## src/rtl/ppi_control_logic.sv

```systemverilog
// ppi_control_logic
//   Mode-0 control logic for an 8255-style programmable peripheral interface.
//   The CPU strobes are synchronised, then a three-state FSM (IDLE/READ/WRITE)
//   sequences the data bus buffer direction. The block also holds the control
//   word and the port A/B/C output latches.
//
// Ports
//   clk, reset              clock (rising edge), asynchronous active-high reset
//   cs_n, rd_n, wr_n        CPU chip select / read / write strobes, active low
//   a[1:0]                  register select: 00 PA, 01 PB, 10 PC, 11 control
//   din[7:0]                CPU write data
//   pa_in, pb_in, pc_in     port pin values
//   buf_dir                 1 = buffer drives dout to the CPU
//   dout[7:0]               read data, loaded when a read starts
//   pa_out, pb_out, pc_out  port output latches
//   pa_oe, pb_oe            port A / port B output enables
//   pcu_oe, pcl_oe          port C upper / lower nibble output enables
//   cw[7:0]                 current control word
//   unsup                   one-cycle pulse when a mode-set write is rejected
module ppi_control_logic #(
  parameter int          SYNC_STAGES = 2,
  parameter logic [7:0]  RESET_CW    = 8'h9B
) (
  input  logic       clk,
  input  logic       reset,
  input  logic       cs_n,
  input  logic       rd_n,
  input  logic       wr_n,
  input  logic [1:0] a,
  input  logic [7:0] din,
  input  logic [7:0] pa_in,
  input  logic [7:0] pb_in,
  input  logic [7:0] pc_in,
  output logic       buf_dir,
  output logic [7:0] dout,
  output logic [7:0] pa_out,
  output logic [7:0] pb_out,
  output logic [7:0] pc_out,
  output logic       pa_oe,
  output logic       pb_oe,
  output logic       pcu_oe,
  output logic       pcl_oe,
  output logic [7:0] cw,
  output logic       unsup
);

  typedef enum logic [1:0] {IDLE, READ, WRITE} state_t;

  state_t state_q, state_d;

  logic [SYNC_STAGES-1:0] cs_sync, rd_sync, wr_sync;
  logic       cs_s, rd_s, wr_s;
  logic       rd_d, wr_d;
  logic       rd_fall, wr_fall, wr_rise;
  logic       enter_read, leave_read, enter_write, capture, commit;
  logic [1:0] a_q;
  logic [7:0] wdata_q;

  // Read data for a register select, given the current direction bits.
  function automatic logic [7:0] read_mux(
    input logic [1:0] sel,
    input logic [7:0] cwv,
    input logic [7:0] pai, input logic [7:0] pbi, input logic [7:0] pci,
    input logic [7:0] pao, input logic [7:0] pbo, input logic [7:0] pco
  );
    logic [7:0] r;
    case (sel)
      2'b00:   r = cwv[4] ? pai : pao;
      2'b01:   r = cwv[1] ? pbi : pbo;
      2'b10:   r = {cwv[3] ? pci[7:4] : pco[7:4], cwv[0] ? pci[3:0] : pco[3:0]};
      default: r = cwv;
    endcase
    return r;
  endfunction

  // Mode-set words are only accepted for mode 0 on both groups.
  function automatic logic mode0_word(input logic [7:0] d);
    return d[7] && (d[6:5] == 2'b00) && !d[2];
  endfunction

  // ---- strobe synchronisers and edge detect ----
  always_ff @(posedge clk or posedge reset) begin
    if (reset) begin
      cs_sync <= '1;
      rd_sync <= '1;
      wr_sync <= '1;
      rd_d    <= 1'b1;
      wr_d    <= 1'b1;
    end else begin
      cs_sync <= {cs_sync[SYNC_STAGES-2:0], cs_n};
      rd_sync <= {rd_sync[SYNC_STAGES-2:0], rd_n};
      wr_sync <= {wr_sync[SYNC_STAGES-2:0], wr_n};
      rd_d    <= rd_s;
      wr_d    <= wr_s;
    end
  end

  assign cs_s    = cs_sync[SYNC_STAGES-1];
  assign rd_s    = rd_sync[SYNC_STAGES-1];
  assign wr_s    = wr_sync[SYNC_STAGES-1];
  assign rd_fall = rd_d & ~rd_s;
  assign wr_fall = wr_d & ~wr_s;
  assign wr_rise = ~wr_d & wr_s;

  // ---- transfer FSM ----
  always_ff @(posedge clk or posedge reset) begin
    if (reset) state_q <= IDLE;
    else       state_q <= state_d;
  end

  always_comb begin
    state_d     = state_q;
    enter_read  = 1'b0;
    leave_read  = 1'b0;
    enter_write = 1'b0;
    capture     = 1'b0;
    commit      = 1'b0;
    case (state_q)
      IDLE: begin
        // Both strobes low together is ignored: neither edge qualifies.
        if (!cs_s && rd_fall && wr_s) begin
          state_d    = READ;
          enter_read = 1'b1;
        end else if (!cs_s && wr_fall && rd_s) begin
          state_d     = WRITE;
          enter_write = 1'b1;
        end
      end
      READ: begin
        if (rd_s || cs_s) begin
          state_d    = IDLE;
          leave_read = 1'b1;
        end
      end
      WRITE: begin
        // Losing chip select before the strobe ends abandons the write.
        if (cs_s) begin
          state_d = IDLE;
        end else if (wr_rise) begin
          state_d = IDLE;
          commit  = 1'b1;
        end else begin
          capture = 1'b1;
        end
      end
      default: state_d = IDLE;
    endcase
  end

  // ---- bus buffer control, register file and commits ----
  always_ff @(posedge clk or posedge reset) begin
    if (reset) begin
      cw      <= RESET_CW;
      pa_out  <= 8'h00;
      pb_out  <= 8'h00;
      pc_out  <= 8'h00;
      dout    <= 8'h00;
      buf_dir <= 1'b0;
      unsup   <= 1'b0;
      a_q     <= 2'b00;
      wdata_q <= 8'h00;
    end else begin
      unsup <= 1'b0;
      if (enter_read) begin
        a_q     <= a;
        dout    <= read_mux(a, cw, pa_in, pb_in, pc_in, pa_out, pb_out, pc_out);
        buf_dir <= 1'b1;
      end
      if (leave_read) buf_dir <= 1'b0;
      if (enter_write) a_q <= a;
      if (enter_write || capture) wdata_q <= din;
      if (commit) begin
        case (a_q)
          2'b00: pa_out <= wdata_q;
          2'b01: pb_out <= wdata_q;
          2'b10: pc_out <= wdata_q;
          default: begin
            if (mode0_word(wdata_q)) begin
              cw     <= wdata_q;
              pa_out <= 8'h00;
              pb_out <= 8'h00;
              pc_out <= 8'h00;
            end else if (wdata_q[7]) begin
              unsup <= 1'b1;
            end else begin
              // Port C bit set/reset.
              pc_out[wdata_q[3:1]] <= wdata_q[0];
            end
          end
        endcase
      end
    end
  end

  assign pa_oe  = ~cw[4];
  assign pb_oe  = ~cw[1];
  assign pcu_oe = ~cw[3];
  assign pcl_oe = ~cw[0];

endmodule

```

## config.mk

```make
export PLATFORM = sky130hd
export DESIGN_NAME = ppi_control_logic
export DESIGN_NICKNAME = d
export VERILOG_FILES = /design/src/rtl/ppi_control_logic.sv
export SDC_FILE = /design/constraint.sdc
export NUM_CORES = 1
export LEC_CHECK = 0
export ABC_AREA = 1
export CORE_MARGIN = 2
export CORE_UTILIZATION = 43
export DETAILED_ROUTE_END_ITERATION = 8
export HOLD_SLACK_MARGIN = 0.05
export PLACE_DENSITY = 0.71
export SYNTH_ARGS = -nofsm -noshare
export SYNTH_HDL_FRONTEND = slang
export SYNTH_SLANG_ARGS = --single-unit
```

## constraint.sdc

```tcl
create_clock -name clk -period 4.4 [get_ports clk]
set_input_delay 0.66 -clock clk [delete_from_list [all_inputs] [get_ports clk]]
set_output_delay 0.66 -clock clk [all_outputs]
set_load 0.005 [all_outputs]
```

**Word-level counts from Yosys, hierarchy flattened**

Cells that the tools add are included.

- Register bits: 62
- Input bits: 39
- Logic and storage cells: 110

- Order comparisons: 2
- Equality and inequality tests: 10
- Muxes and demuxes: 41
- Bitwise logic cells: 14
- Reductions and logical operators: 28

Operators with widths:

| operator | number |
|---|---|
| one-hot mux 8 bit (2 select lines) | 3 |
| 2-to-1 mux 8 bit | 5 |
| one-hot mux 8 bit (3 select lines) | 1 |
| 2-to-1 mux 1 bit | 20 |
| AND reduction 3 bit | 5 |
| 2-to-1 mux 2 bit | 7 |
| NOT 1 bit | 11 |
| bitwise mux 8 bit | 1 |
| logical NOT 2 bit | 4 |
| 2-to-1 mux 4 bit | 2 |
| nonzero test 2 bit | 4 |
| logical AND 1 bit | 7 |
| == test 2 x 1 -> 1 bit, second input constant | 3 |
| == test 2 bit, second input constant | 3 |
| inequality test 3 bit, second input constant | 2 |
| one-hot mux 2 bit (3 select lines) | 1 |
| OR reduction 2 bit | 3 |
| less-than comparator 3 x 4 -> 1 bit, second input constant | 1 |
| AND 1 bit | 3 |
| demux 1 bit (select 3 bit) | 1 |
| greater-or-equal comparator 3 x 1 -> 1 bit, second input constant | 1 |
| inequality test 3 x 1 -> 1 bit, second input constant | 1 |
| OR reduction 3 bit | 1 |
| logical NOT 1 bit | 2 |
| 2 further kinds | 3 |

**Longest topological paths before layout**

Gate-level depths: netlist of run 1.

- Word-level depth: 8
- Depth in mapped cells: 10

**Least setup slack after synthesis of run 1**

Ideal clock, no wire load.

- Path type: register to register
- From: reg a_q[0]
- To: reg pc_out[1]
- Data arrival time: 1411 ps
- Slack: 2871 ps
- Cell stages (with the launch flop): 10
- Path buffers: 1
- Clock period less this slack: 1529 ps
- Path through: dfrtp_1 > inv_1 > ha_1 > buf_4 > inv_2 > nand2_1 > nor3_4 > nand3_1 > nor2_1 > nor2_1

- Cells in the longest elaborated chain, start to end: 4
- Elaborated cells between the ends (all ways): 8
- Those cells by class: eq/ne: 3; mux: 1; bitwise: 1; reduce/logical: 3

Ends and longest elaborated chain:

| element | line | RTL |
|---|---|---|
| start: declaration | 56 | `logic [1:0] a_q;` |
| start signal: assignment | 160 | `a_q <= 2'b00;` |
| start signal: assignment | 165 | `a_q <= a;` |
| start signal: assignment | 170 | `if (enter_write) a_q <= a;` |
| == test 2 x 1 -> 1 bit / logical NOT 2 bit (equally long branches) | 173 | `case (a_q)` |
| OR reduction 2 bit (no line) | - |  |
| NOT 1 bit (no line) | - |  |
| AND reduction 3 bit (no line) | - |  |
| end signal: assignment | 176 | `2'b10: pc_out <= wdata_q;` |
| end signal: indexed assignment | 187 | `pc_out[wdata_q[3:1]] <= wdata_q[0];` |
| end: declaration | 38 | `output logic [7:0] pc_out,` |

Several ways; a longest one is shown, not always the timed one.
A chain may end at the register's enable or synchronous reset.

**Final worst setup path of run 1**

- From: reg cw[4]
- To: out pa_oe

- Cells in the longest elaborated chain, start to end: 1

Ends and longest elaborated chain:

| element | line | RTL |
|---|---|---|
| start: declaration | 43 | `output logic [7:0] cw,` |
| start signal: assignment | 179 | `cw <= wdata_q;` |
| NOT 1 bit | 195 | `assign pa_oe = ~cw[4];` |
| end: declaration | 39 | `output logic pa_oe,` |

No other way between the ends.

==> impl_metrics.json, run 1 <==
{
  "ys.warnings.count": 0,
  "pwr-share-comb_pct": 25.9,
  "path_clk_slew_ns": 0.07,
  "rsz0062_at_grt": "false",
  "setup_tns_ns": 0,
  "clock_skew_ns": 0.01131,
  "die_area_um2": 8548,
  "cp_num_buf_inv": 2,
  "outcome": "finished clean",
  "postSynthAreaPerCell_um2": 7.734,
  "yosys.area.top_type": "dfrtp_1",
  "place_congestion": 0.8868,
  "crit_chain": "inv_1 -> clkdlybuf4s50_1",
  "swShare_pct": 35.19,
  "cts_tree": "done",
  "utilization_pct": 58.13,
  "peakVddDrop_uv": 232.5,
  "setup_viol": 0,
  "fp.dieW_um": 92.46,
  "grt_pass1_vias": 2933,
  "p_switching_w": 0.0005868,
  "worst_slack_ns": 2.038,
  "criticalPathCategory": "register to output port",
  "nFillCells": 727,
  "mappedNetlistArea_um2": 3364,
  "routedWlPerCell_um": 15.57,
  "yosysSeqAreaShare_pct": 46.60,
  "layout.cells.non_filler": 622,
  "clk-insertion-delay-late_ns": 0.35,
  "hold_violations": 0,
  "cts_resized": 0,
  "cp.required_ns": 3.74,
  "post-dp-hpwl_mm": 7.262,
  "ctsHoldBuffers": 0,
  "drc": 0,
  "fmax_mhz": 423.3,
  "grt_util_all_layers_pct": 23.48,
  "htree_levels": 3,
  "antenna_cells": 0,
  "synth_top_cells_by_area": "dfrtp_1 36%, nand2_1 15%, dfstp_2 10%",
  "crit_family": "buffers and inverters",
  "core_area_um2": 7647,
  "cts_buffers": 9,
  "arrival_ns": 1.70,
  "clkSinkCount": 62,
  "start_kind": "register",
  "drive_gt1_share_pct": 12.12,
  "tightestPinTransition_ns": 0.7463,
  "ctsLongestPathBuffers": 2,
  "boundaryPins": 85,
  "dr.first_iter.drc_count": 265,
  "drv_cap": 0,
  "drt-pass1-iter-count": 6,
  "cts_root_buffer": "clkbuf_8",
  "power_density_nw_per_um2": 375.1,
  "drv_slew": 0,
  "power.total_w": 0.001668,
  "postRouteWirelength_mm": 9.683,
  "hold_path_class": "register to register",
  "synthCells": 435,
  "grt_pass1_wl_mm": 15.32,
  "grt-ovfl-total": 0,
  "vias": 3210,
  "pwr-share-seq_pct": 43.7,
  "cpPeakStageDelay_ns": 0.67,
  "post_cts_buffers": 0,
  "num_rows": 32,
  "dp_slack_ns": 2.209,
  "postRouteAntennaNets": 0,
  "start_util_pct": 44.00,
  "fp.dieH_um": 92.46,
  "grt_antenna_before_repair": 0,
  "slowest_stage": "dfstp_2",
  "synth.top_cell.area_share_pct": 36.44,
  "p_clk_share_pct": 30.3,
  "fin_crit_ns": 2.362,
  "synth_seq_cells": 62,
  "slew_headroom_pct": 50.17,
  "p_int_w": 0.001081,
  "synth_cell_types": 31,
  "grt_max_degree": 36,
  "layout.nets": 558,
  "area_growth_pct": 32.13,
  "syn_nets": 478,
  "worst_setup_path_end_kind": "output port",
  "cp_max_fo": 13,
  "final.period_utilization_pct": 53.69,
  "place_inst": 606,
  "p_leak_nw": 2.089,
  "vias_per_cell": 5.161,
  "numPortBuffers": 84
}
power by group through the flow:
stage	clock network, W	registers, W	logic, W
after floorplan	0	0.000694	0.000287
after global placement	0	0.000735	0.000425
after detailed placement	0	0.000736	0.000432
after CTS	0.000517	0.000727	0.000434
after global routing	0.000544	0.000736	0.000483
final	0.000506	0.000729	0.000432
cell usage in the layout (no fill, tap or decap), drive strengths merged:
cell,synthesis,routed
a21oi,6,6
buf,14,1
clkbuf,2,11
clkdlybuf4s50,0,84
clkinv,1,2
clkinvlp,0,3
dfrtp,49,49
dfstp,13,13
ha,4,4
inv,51,52
nand2,140,140
nand3,37,37
nand3b,8,8
nand4,8,8
nor2,36,36
nor3,4,4
o211ai,10,10
o21a,3,3
o21ai,45,45
o31ai,1,1
or2,3,3
final cells by class:
| class | count | area (um^2) | area share (%) |
|---|---|---|---|
| repair buffers | 85 | 848.3 | 19.08 |
| flip-flops and latches | 62 | 1568 | 35.27 |
| well taps | 102 | 127.6 | 2.871 |
| inverters | 52 | 195.2 | 4.391 |
| clock buffers | 11 | 162.7 | 3.659 |
| multi-input cells | 305 | 1504 | 33.83 |
| clock inverters | 5 | 40.04 | 0.9006 |
final timing paths:
path,start,end,slack [ns],cells past startpoint
worst max-delay path,cw[4],pa_oe,2.04,2
max in group asynchronous,reset,cs_sync[1],2.76,3
min in group asynchronous,reset,dout[2],0.75,2
worst min-delay path,wr_sync[0],wr_sync[1],0.36,0
worst min register to register,wr_sync[0],wr_sync[1],0.36,0
worst max register to register,a_q[0],pc_out[7],2.45,8
metal layers:
layer / global-route usage (%) / wire length, um / vias to the layer above
met5: 0 / 0 / -
met4: 6.841 / 168 / 0
met3: 5.696 / 774 / 19
met2: 36.86 / 4482 / 159
met1: 32.39 / 4257 / 1473
li1: - / - / 1559
sequential cells by signal, summed over array words and instances (netlist names), 8 cells and up:
signal   flops
dout         8
wdata_q      8
pc_out       8
cw           8
pb_out       8
pa_out       8
cells in the mapped netlist (all sizes together):
library cell / count
nand3: 37
o31ai: 1
nor3: 4
dfrtp: 49
clkinv: 1
o211ai: 10
ha: 4
nand3b: 8
or2: 3
clkbuf: 2
dfstp: 13
a21oi: 6
nand4: 8
nor2: 36
buf: 14
nand2: 140
o21a: 3
inv: 51
o21ai: 45
metrics by stage:
step           area (um^2)  hold WS, ns
2_1_floorplan         3364       0.3452
3_3_place_gp          4243       0.3455
3_5_place_dp          4243       0.3468
4_1_cts               4446       0.3581
5_1_grt               4446       0.3592
6_report              4446       0.3573
logic make-up after synthesis:
kind of cell,Yosys count,share of synthesized area (%)
buffers and inverters,68,8.702
adders and majority gates,4,1.488
and+or+nand+nor,236,31.50
DFF,62,46.60
AOI/OAI and AO/OA,65,11.71
(Power assumes the default switching activity.)
==> run 2: changes to the inputs <==
Clock period 4.4 ns to 2.2 ns, I/O delays scaled along.
==> run 2 against run 1 <==
  * Flip-flop and latch count unchanged
  * Largest power group unchanged
  * Clock-buffer cell count down 1
  * Largest cell class unchanged
  * Final cell count up 0.32%
  * Via count down 2.8%
  * Sequential share of layout area down 0.19 points
==> impl_metrics.json, run 2 (synthesis results as in run 1) <==
{
  "routedWlPerCell_um": 15.42,
  "power_density_nw_per_um2": 749.6,
  "cts_resized": 0,
  "fin_crit_ns": 2.046,
  "fmax_mhz": 488.8,
  "drv_cap": 0,
  "place_congestion": 0.9101,
  "criticalPathCategory": "register to output port",
  "layout.nets": 560,
  "swShare_pct": 34.73,
  "slew_headroom_pct": 68.48,
  "vias_per_cell": 4.998,
  "antenna_cells": 0,
  "postRouteAntennaNets": 0,
  "layout_commonest_cell": "nand2_1",
  "start_util_pct": 44.00,
  "start_kind": "register",
  "drv_slew": 0,
  "cts_tree": "done",
  "area_growth_pct": 32.84,
  "p_switching_w": 0.001164,
  "fp.dieW_um": 92.46,
  "ctsLongestPathBuffers": 2,
  "vias": 3119,
  "path_clk_slew_ns": 0.08,
  "postRouteWirelength_mm": 9.621,
  "boundaryPins": 85,
  "grt_util_all_layers_pct": 23.59,
  "cts_root_buffer": "clkbuf_8",
  "post_dp_cell_area_um2": 4270,
  "post_cts_buffers": 0,
  "worst_setup_path_end_kind": "output port",
  "htree_levels": 3,
  "fp.dieH_um": 92.46,
  "grt-ovfl-total": 0,
  "drc": 0,
  "pwr-share-seq_pct": 43.3,
  "dr.first_iter.drc_count": 136,
  "pwr-share-comb_pct": 26.2,
  "hold_violations": 0,
  "arrival_ns": 1.72,
  "cpPeakStageDelay_ns": 0.68,
  "num_rows": 32,
  "crit_chain": "inv_1 -> clkdlybuf4s50_1",
  "grt_pass1_vias": 3003,
  "clock_skew_ns": 0.01175,
  "clkSinkCount": 62,
  "slowest_stage": "dfstp_2",
  "p_leak_nw": 2.103,
  "layout_common_cells": "134 x nand2_1, 84 x clkdlybuf4s50_1, 49 x dfrtp_1",
  "r2r_cells": 8,
  "cts_buffers": 9,
  "p_int_w": 0.002187,
  "drive_gt1_share_pct": 12.26,
  "setup_tns_ns": 0,
  "cp.required_ns": 1.87,
  "numPortBuffers": 84,
  "core_area_um2": 7647,
  "final.period_utilization_pct": 92.99,
  "die_area_um2": 8548,
  "outcome": "finished clean",
  "rsz0062_at_grt": "false",
  "power.total_w": 0.003350,
  "grt_pass1_wl_mm": 15.57,
  "setup_viol": 0,
  "tightestPinTransition_ns": 0.4723,
  "drt-pass1-iter-count": 4,
  "post-dp-hpwl_mm": 7.163,
  "hold_path_class": "primary input to async pin",
  "peakVddDrop_uv": 520.3,
  "clk-insertion-delay-late_ns": 0.35,
  "grt_antenna_before_repair": 0,
  "finalInstanceArea_um2": 4469,
  "p_clk_share_pct": 30.5,
  "ctsHoldBuffers": 0,
  "cp_max_fo": 13,
  "grt_max_degree": 63
}
[run 2: cell types whose count changed in the layout (fill, tap and decap cells not counted)]
cell | before | now
clkbuf_1 | 0 | 1
buf_4 | 1 | 2
clkinv_4 | 1 | 2
clkbuf_8 | 10 | 9
bufinv_16 | 0 | 1
clkinvlp_4 | 3 | 2
clkbuf_16 | 1 | 0
buf_12 | 0 | 1
[run 2: layout make-up]
class | instances | area, um^2
fill | 727 | 3178
sequential | 62 | 1568
multi-input combinational | 305 | 1504
timing repair buffer | 87 | 875.8
inverter | 52 | 195.2
clock buffer | 10 | 127.6
tap | 102 | 127.6
clock inverter | 6 | 71.32
[run 2: per-layer routing]
metal,vias to the layer above,global-route usage (%),part of all wire (%)
met1,1437,32.37,46
li1,1558,-,-
met5,-,0,0
met2,110,37.17,46
met3,14,5.614,7.1
met4,0,7.090,1.5
[run 2: worst paths after layout]
path	endpoint	start	slack, ns
worst max-delay path	pa_oe	cw[4]	0.15
worst min-delay path	dout[2]	reset	0.36
worst max register to register	pc_out[2]	a_q[0]	0.40
worst min register to register	rd_sync[1]	rd_sync[0]	0.36
max in group asynchronous	cw[0]	reset	1.52
min in group clk	rd_sync[1]	rd_sync[0]	0.36
[run 2: power groups by stage]
| stage | Combinational (W) | Sequential (W) | Clock [W] |
|---|---|---|---|
| 2_1_floorplan | 0.000574 | 0.00139 | 0 |
| 3_3_place_gp | 0.000859 | 0.00146 | 0 |
| 3_5_place_dp | 0.000872 | 0.00147 | 0 |
| 4_1_cts | 0.000878 | 0.00145 | 0.00104 |
| 5_1_grt | 0.000983 | 0.00147 | 0.00110 |
| 6_report | 0.000876 | 0.00145 | 0.00102 |
[run 2: critical path: cells and delay by family, from the launching register on]
| kind | cells | cell delay [ns] |
|---|---|---|
| buf+inv | 2 | 0.69 |
| flops | 1 | 0.68 |
[run 2: per-stage QoR]
stage / std cells / util (%) / hold WS, ns / setup WS, ns
6_report: 624 / 58.44 / 0.3572 / 0.1543
5_1_grt: 624 / 58.44 / 0.3661 / 0.09533
4_1_cts: 624 / 58.44 / 0.3603 / 0.1452
3_5_place_dp: 608 / 55.84 / 0.3490 / 0.3468
3_3_place_gp: 608 / 55.84 / 0.3457 / 0.3748
2_1_floorplan: 435 / - / 0.3345 / 0.3501
